[config.mk]
export PLATFORM = sky130hd
export DESIGN_NAME = rv32i_fetch_unit
export DESIGN_NICKNAME = d
export VERILOG_FILES = /design/src/rtl/rv32i_fetch_unit.sv
export SDC_FILE = /design/constraint.sdc
export NUM_CORES = 1
export LEC_CHECK = 0
export ABC_AREA = 1
export BUFFER_PORTS_ARGS = -buffer_cell sky130_fd_sc_hd__buf_2
export CAP_MARGIN = 15
export CORE_MARGIN = 5
export CORE_UTILIZATION = 40
export CTS_CLUSTER_DIAMETER = 50
export CTS_CLUSTER_SIZE = 40
export DETAILED_ROUTE_END_ITERATION = 8
export HOLD_SLACK_MARGIN = 0.03
export PLACE_DENSITY_LB_ADDON = 0.25
export SLEW_MARGIN = 20
export SYNTH_ARGS = -nofsm -noshare
export SYNTH_HDL_FRONTEND = slang
export SYNTH_SLANG_ARGS = --single-unit
export TNS_END_PERCENT = 10
[constraint.sdc]
create_clock -name clk -period 7.1 [get_ports clk]
set_input_delay 1.775 -clock clk [delete_from_list [all_inputs] [get_ports clk]]
set_output_delay 1.775 -clock clk [all_outputs]
set_load 0.005 [all_outputs]
[src/rtl/rv32i_fetch_unit.sv]
// rv32i_fetch_unit: RV32I fetch stage; word fetches over req/gnt+rvalid, PC-tagged prefetch queue to ID.
// Latency: grant in cycle N, response in N+1, instruction valid towards ID in N+2.
// Backpressure: id_ready low fills the queue; requests stop once queued + in-flight words reach FIFO_DEPTH.
// Optional feature macro RV32I_IF_MISALIGN_CHECK_EN: misaligned redirects raise a sticky error and halt fetching.
module rv32i_fetch_unit #(
  parameter int              XLEN       = 32,
  parameter logic [XLEN-1:0] RESET_PC   = '0,
  parameter int              FIFO_DEPTH = 4
) (
  input  logic            clk,
  input  logic            reset,
  output logic            o_mem_req,
  output logic [XLEN-3:0] o_mem_addr,
  input  logic            i_mem_gnt,
  input  logic            i_mem_rvalid,
  input  logic [31:0]     i_mem_rdata,
  input  logic            i_jump_enable,
  input  logic [XLEN-1:0] i_jump_addr,
  output logic            o_if_valid,
  input  logic            i_id_ready,
  output logic [31:0]     o_iw_out,
  output logic [XLEN-1:0] o_pc_out,
  output logic            o_misalign_err
);

  localparam int AW = (FIFO_DEPTH > 1) ? $clog2(FIFO_DEPTH) : 1;
  localparam int CW = AW + 1;
  localparam int WW = XLEN - 2;
  localparam logic [CW:0] DEPTH_C = (CW+1)'(FIFO_DEPTH);

  // PCs are kept as word addresses; the two low bits are always zero.
  logic [WW-1:0] r_pc;
  logic [WW-1:0] r_resp_pc;
  logic [31:0]   r_iw_mem  [FIFO_DEPTH];
  logic [WW-1:0] r_pcw_mem [FIFO_DEPTH];
  logic [AW-1:0] r_wr_ptr;
  logic [AW-1:0] r_rd_ptr;
  logic [CW-1:0] r_count;
  logic [CW-1:0] r_outstanding;
  logic [CW-1:0] r_discard;

  logic          w_halt;
  logic          w_credit_ok;
  logic          w_grant;
  logic          w_pop;
  logic          w_push;
  logic          w_drop;
  logic [CW-1:0] w_out_next;
  logic [WW-1:0] w_target_word;

`ifdef RV32I_IF_MISALIGN_CHECK_EN
  logic r_misalign_err;
  logic w_misalign;

  assign w_misalign = |i_jump_addr[1:0];

  // Sticky misalignment flag: set by a misaligned redirect, cleared by reset or an aligned redirect.
  always_ff @(posedge clk) begin
    if (reset) begin
      r_misalign_err <= 1'b0;
    end else if (i_jump_enable) begin
      r_misalign_err <= w_misalign;
    end
  end

  assign w_halt = r_misalign_err;
`else
  // Low target bits are ignored: redirects always land on the containing word.
  logic w_unused;
  assign w_unused = ^i_jump_addr[1:0];
  assign w_halt   = 1'b0;
`endif

  assign o_misalign_err = w_halt;
  assign w_target_word  = i_jump_addr[XLEN-1:2];

  // Credits: every queued word plus every in-flight word (including ones to be discarded)
  // holds a queue slot, so a response can never arrive at a full queue.
  assign w_credit_ok = ({1'b0, r_count} + {1'b0, r_outstanding}) < DEPTH_C;
  assign o_mem_req   = !reset && !w_halt && w_credit_ok;
  assign o_mem_addr  = r_pc;
  assign w_grant     = o_mem_req & i_mem_gnt;

  assign o_if_valid  = (r_count != '0);
  assign o_iw_out    = o_if_valid ? r_iw_mem[r_rd_ptr] : 32'd0;
  assign o_pc_out    = o_if_valid ? {r_pcw_mem[r_rd_ptr], 2'b00} : '0;

  // A redirect wins over pop and push in the same cycle; its response is dropped.
  assign w_pop      = o_if_valid & i_id_ready & !i_jump_enable;
  assign w_drop     = i_mem_rvalid & (r_discard != '0);
  assign w_push     = i_mem_rvalid & (r_discard == '0) & !i_jump_enable;
  assign w_out_next = r_outstanding + CW'(w_grant) - CW'(i_mem_rvalid);

  // Fetch/response bookkeeping, queue pointers and redirect flush.
  always_ff @(posedge clk) begin
    if (reset) begin
      r_pc          <= RESET_PC[XLEN-1:2];
      r_resp_pc     <= RESET_PC[XLEN-1:2];
      r_wr_ptr      <= '0;
      r_rd_ptr      <= '0;
      r_count       <= '0;
      r_outstanding <= '0;
      r_discard     <= '0;
    end else begin
      r_outstanding <= w_out_next;
      if (i_jump_enable) begin
        // Everything still in flight after this cycle belongs to the old stream.
        r_pc      <= w_target_word;
        r_resp_pc <= w_target_word;
        r_wr_ptr  <= '0;
        r_rd_ptr  <= '0;
        r_count   <= '0;
        r_discard <= w_out_next;
      end else begin
        if (w_grant) begin
          r_pc <= r_pc + WW'(1);
        end
        if (w_drop) begin
          r_discard <= r_discard - CW'(1);
        end
        if (w_push) begin
          r_resp_pc <= r_resp_pc + WW'(1);
          r_wr_ptr  <= r_wr_ptr + AW'(1);
        end
        if (w_pop) begin
          r_rd_ptr <= r_rd_ptr + AW'(1);
        end
        r_count <= r_count + CW'(w_push) - CW'(w_pop);
      end
    end
  end

  // Queue storage: tag each accepted response word with the PC it was fetched from.
  always_ff @(posedge clk) begin
    if (w_push) begin
      r_iw_mem[r_wr_ptr]  <= i_mem_rdata;
      r_pcw_mem[r_wr_ptr] <= r_resp_pc;
    end
  end

endmodule

# ---- After elaboration in Yosys (flattened, before gate mapping)
# Memories as Yosys holds them, arrays and structs flattened. A register that Yosys moved wholly into a read port is not among the register bits.
# Cells that the tools add are included.
dict set report word_totals {
  ff_bits 73
  ram_bits 248
  inputBits 70
  elab_cells 50
  n_memories 2
}
# memory words width read_ports rd_ports_with_merged_regs wr line_no
set memory_table {}
lappend memory_table {r_iw_mem 4 32 1 1 1 34} ;# logic [31:0] r_iw_mem [FIFO_DEPTH];
lappend memory_table {r_pcw_mem 4 30 1 1 1 35} ;# logic [WW-1:0] r_pcw_mem [FIFO_DEPTH];
dict set report op_classes {
  add_sub_neg 10
  order_cmp 1
  n_mux 14
  bitwise 6
  n_reduce_logical 10
}
# cell n
set op_table {}
lappend op_table {{two-way mux 30 bit} 4}
lappend op_table {{two-way mux 32 bit} 2}
lappend op_table {{adder 30 x 1 -> 30 bit (second input constant)} 2}
lappend op_table {{two-way mux 2 bit} 4}
lappend op_table {{adder 3 x 1 -> 3 bit} 2}
lappend op_table {{bitwise AND 1 bit} 6}
lappend op_table {{two-way mux 3 bit} 2}
lappend op_table {{nonzero test 2 bit} 3}
lappend op_table {{nonzero test 3 bit} 2}
lappend op_table {{subtractor 3 x 1 -> 3 bit} 2}
lappend op_table {{adder 2 x 1 -> 2 bit (second input constant)} 2}
lappend op_table {{adder 3 x 3 -> 4 bit} 1}
lappend op_table {{< comparator 4 x 3 -> 1 bit (second input constant)} 1}
lappend op_table {{zero test 3 bit} 1}
lappend op_table {{subtractor 3 x 1 -> 3 bit (second input constant)} 1}
lappend op_table {{zero test 1 bit} 2}
lappend op_table {{two-way mux 1 bit} 2}
lappend op_table {{OR reduction 2 bit} 1}
lappend op_table {{logical AND 1 bit} 1}

# ---- Depth between registers and ports, before layout
dict set report logic_depth {
  word_depth 7
  ltp_mapped 12
}

# ---- Worst setup path before layout
# Ideal clock, no wire load.
dict set report synth_timing {
  kind {input to register}
  from {input i_jump_enable}
  to {memory r_iw_mem[0][0] (enable)}
  arrival_ns 4.780
  required_ns 6.618
  slack_ns 1.838
  path_stages 4
  path_buffers 1
  path_cell_list {buf_4 -> nor2_2 -> inv_2 -> nor2_1}
}
dict set report synth_between {
  elab_chain_len 4
}
# element line_no
set synth_rtl {}
lappend synth_rtl {{start, declared} 17} ;# input logic i_jump_enable,
lappend synth_rtl {{zero test 1 bit} 91} ;# assign w_push = i_mem_rvalid & (r_discard == '0) & !i_jump_enable;
lappend synth_rtl {{bitwise AND 1 bit} 91}
lappend synth_rtl {{two-way mux 1 bit} 135} ;# if (w_push) begin
lappend synth_rtl {{two-way mux 1 bit (implied by the code)} 136} ;# r_iw_mem[r_wr_ptr] <= i_mem_rdata;
lappend synth_rtl {{end, declared} 34}
# No other way between the ends.

==> run metrics <==
run status completed; Sw Pwr between 1000 and 1500 µW; slew margin rel. 29.1%; skew final around 0.020 ns; CTS Buffer Depth 3; #FFs+latches synth roughly 320; clk_lat worst skew approximately 0.6 ns; Synth cell types 42; FP Rows 69; GRT Overall Usage about 18%; Clock Power Share between 40% and 50%; first drt pass iteration count 5; setup violators final 0; final antenna diode count 0; Critical Path RT between 5 and 6 ns; Initial Utilization between 40% and 50%; worst path cell trace inv_2 -> buf_4 -> o21ai_0 -> a21oi_1 -> buf_2; Worst R2R Setup Slack about 3.7 ns; Layout Nets ~1800; vias 11055; synthesized area 14500 µm²; Crit. End Element output pin; clk slew on worst S/H paths ~0.070 ns; CP max FO 63; # DRC 0; Setup crit start kind register; Post-Layout Cell Count about 2200; Sw Ratio approximately a quarter; share of cells above drive strength 1 between 10% and 20%; Vias/cell between 5 and 6; Post-synth EDFFs approximately 250; max incr delay on CP 0.75 ns; RR Startpoint r_discard[0]; Async SR Flop Fraction 0%; hpwl dp between 20 and 25 mm; CTS tree done; gpl congestion a little under 0.9; Yosys warnings 0; TNS Setup 0 ns; Comb pwr share under 10%; VDD IR-drop max just over 0.2 mV; RSZ-0062 raised after global routing no; HP Class register to register; Initial DRC Count around 630; Avg Inst Size Synth 9.44 µm²; largest net degree at the start of global routing slightly above 90; core area 35700 µm²; P per Cell Area 252 nW/µm²; Top Ports between 150 and 200; leading cell type in the layout, fill and taps excluded nor2_1; post-CTS setup buffers 0; Placed Instances between 2000 and 2500; wire length per cell around 17 µm; most common flop cell mapped by yosys edfxtp_1; crit path time final 4.82 ns; final period utilization 67.9%; max-cap violation count 0; Final Core Density between 40 and 50%; global-route wire length before repair 58.0 mm; most frequent cells in the layout nor2_1 (361), edfxtp_1 (248), nand2_1 (233); sequential-to-total area share from yosys stat between 60% and 70%; PortBufs about 160; hold wc startpoint r_rd_ptr[1]; vias in the first global route between 10000 and 15000; chip width approximately 200 µm; Final Hold Vio Count 0; WHS Path Cells 2; Die Area a little over 40000 µm²; Syn Inst Count 1539; WL final ~37 mm; GR Overflow Total 0; FMAX a little over 0.2 GHz; actual slew at the worst max-slew pin 1.06 ns; Slowest-stage cell, CP inv_2; Clock Sinks around 320; Max Slew Vio Count 0; reg2reg end r_pcw_mem[0][23]; htree depth 1; Final Power 4230 µW; die height 201 µm; Layout area overhead 15.6%; R2R cell count 7; Root Buffer clkbuf_16; Pint 3140 µW; Seq pwr share roughly half; Worst Path Arrival between 3 and 4 ns; CTS buffer count 31; final antenna-violating net count 0; hold buffer count at cts 0; initial antenna violation count 0; Leak 0.00633 µW; Crit Path Class register to output pin; CTS resizes 0
metrics by stage:
stage | hold WS [ns] | cell area [µm²] | setup slack, ns
3_3_place_gp | 0.451 | 15700 | 2.12
6_report | 0.477 | 16800 | 2.28
4_1_cts | 0.479 | 16800 | 2.18
2_1_floorplan | 0.436 | 14500 | 1.84
5_1_grt | 0.505 | 16800 | 2.04
3_5_place_dp | 0.465 | 15700 | 2.03
per-layer routing:
metal	up-vias	GRT usage, %	part of all wire, %
li1	5454	-	-
met1	5261	24.4	45
met2	299	30.2	47
met3	41	2.81	5.7
met4	0	3.52	1.9
met5	-	0	0
synth_stat cells, types with 2 or more instances:
| cell type | instances | area share, % |
|---|---|---|
| nand3b_1 | 3 | 0.16 |
| nand3_1 | 52 | 1.8 |
| edfxtp_1 | 248 | 51 |
| o21bai_1 | 3 | 0.16 |
| o21ai_1 | 5 | 0.17 |
| dfxtp_1 | 75 | 10 |
| buf_6 | 2 | 0.16 |
| o21ai_2 | 3 | 0.18 |
| a31oi_1 | 12 | 0.52 |
| xnor2_1 | 2 | 0.12 |
| o211ai_1 | 3 | 0.16 |
| fa_1 | 2 | 0.28 |
| nor2_1 | 365 | 9.4 |
| nand2_2 | 5 | 0.22 |
| xor2_1 | 15 | 0.90 |
| inv_2 | 7 | 0.18 |
| o22ai_1 | 3 | 0.13 |
| and2_1 | 4 | 0.17 |
| buf_4 | 4 | 0.21 |
| a21oi_1 | 118 | 4.1 |
| nor3_1 | 3 | 0.10 |
| o21ai_0 | 165 | 5.7 |
| inv_1 | 95 | 2.5 |
| nor2_4 | 6 | 0.47 |
| buf_1 | 4 | 0.10 |
| buf_2 | 23 | 0.79 |
| clkbuf_1 | 35 | 0.90 |
| nand3_2 | 3 | 0.21 |
| ha_1 | 14 | 1.2 |
| nand4_1 | 6 | 0.26 |
| nor2_2 | 11 | 0.47 |
| nand2_1 | 233 | 6.0 |
critical path, delay by kind of cell, from the launching register on:
kind                   cells  cell delay (ns)
AOI/OAI and AO/OA          2             0.42
buffers and inverters      3             1.54
DFF                        1             0.46
cell type report:
cell class              count  area, µm²
clock inverters            25        287
fillers                  3366      18900
well taps                 461        577
multi-input cells        1047       4910
inverters                 102        383
clock buffers              33        783
repair buffers            173        896
flip-flops and latches    323       8950
how the worst max path moves through the flow:
stage                  start              end  slack (ns)
2_1_floorplan  i_jump_enable   r_iw_mem[0][0]        1.84
3_3_place_gp   i_jump_enable  r_iw_mem[0][23]        2.12
3_5_place_dp   i_jump_enable  r_iw_mem[0][22]        2.03
4_1_cts             register     o_pc_out[20]        2.18
5_1_grt             register     o_iw_out[26]        2.04
6_report            register     o_iw_out[22]        2.28
power by group through the flow:
| stage | combinational, µW | sequential, µW | clock [µW] |
|---|---|---|---|
| after floorplan | 221 | 2200 | 0 |
| after global placement | 339 | 2210 | 0 |
| after detailed placement | 348 | 2220 | 0 |
| after CTS | 350 | 2170 | 1750 |
| after global routing | 394 | 2180 | 1830 |
| final | 345 | 2180 | 1710 |
cell families after synthesis:
logic type / Yosys count / share of synthesized area, %
AND/OR/NAND/NOR: 696 / 19.8
flip-flops: 323 / 61.6
AO/OA/AOI/OAI: 315 / 11.2
buffers and inverters: 171 / 4.83
XOR/XNOR: 17 / 1.03
adder cells (fa/ha/maj): 16 / 1.48
other: 1 / 0.0258
state kept, by name (all words and copies together) (netlist names), named ones only:
| signal | flops |
|---|---|
| o_mem_addr | 30 |
| r_count | 3 |
| r_discard | 3 |
| r_iw_mem | 128 |
| r_outstanding | 3 |
| r_pcw_mem | 120 |
| r_rd_ptr | 2 |
| r_resp_pc | 30 |
| r_wr_ptr | 2 |
(Power assumes the default switching activity.)
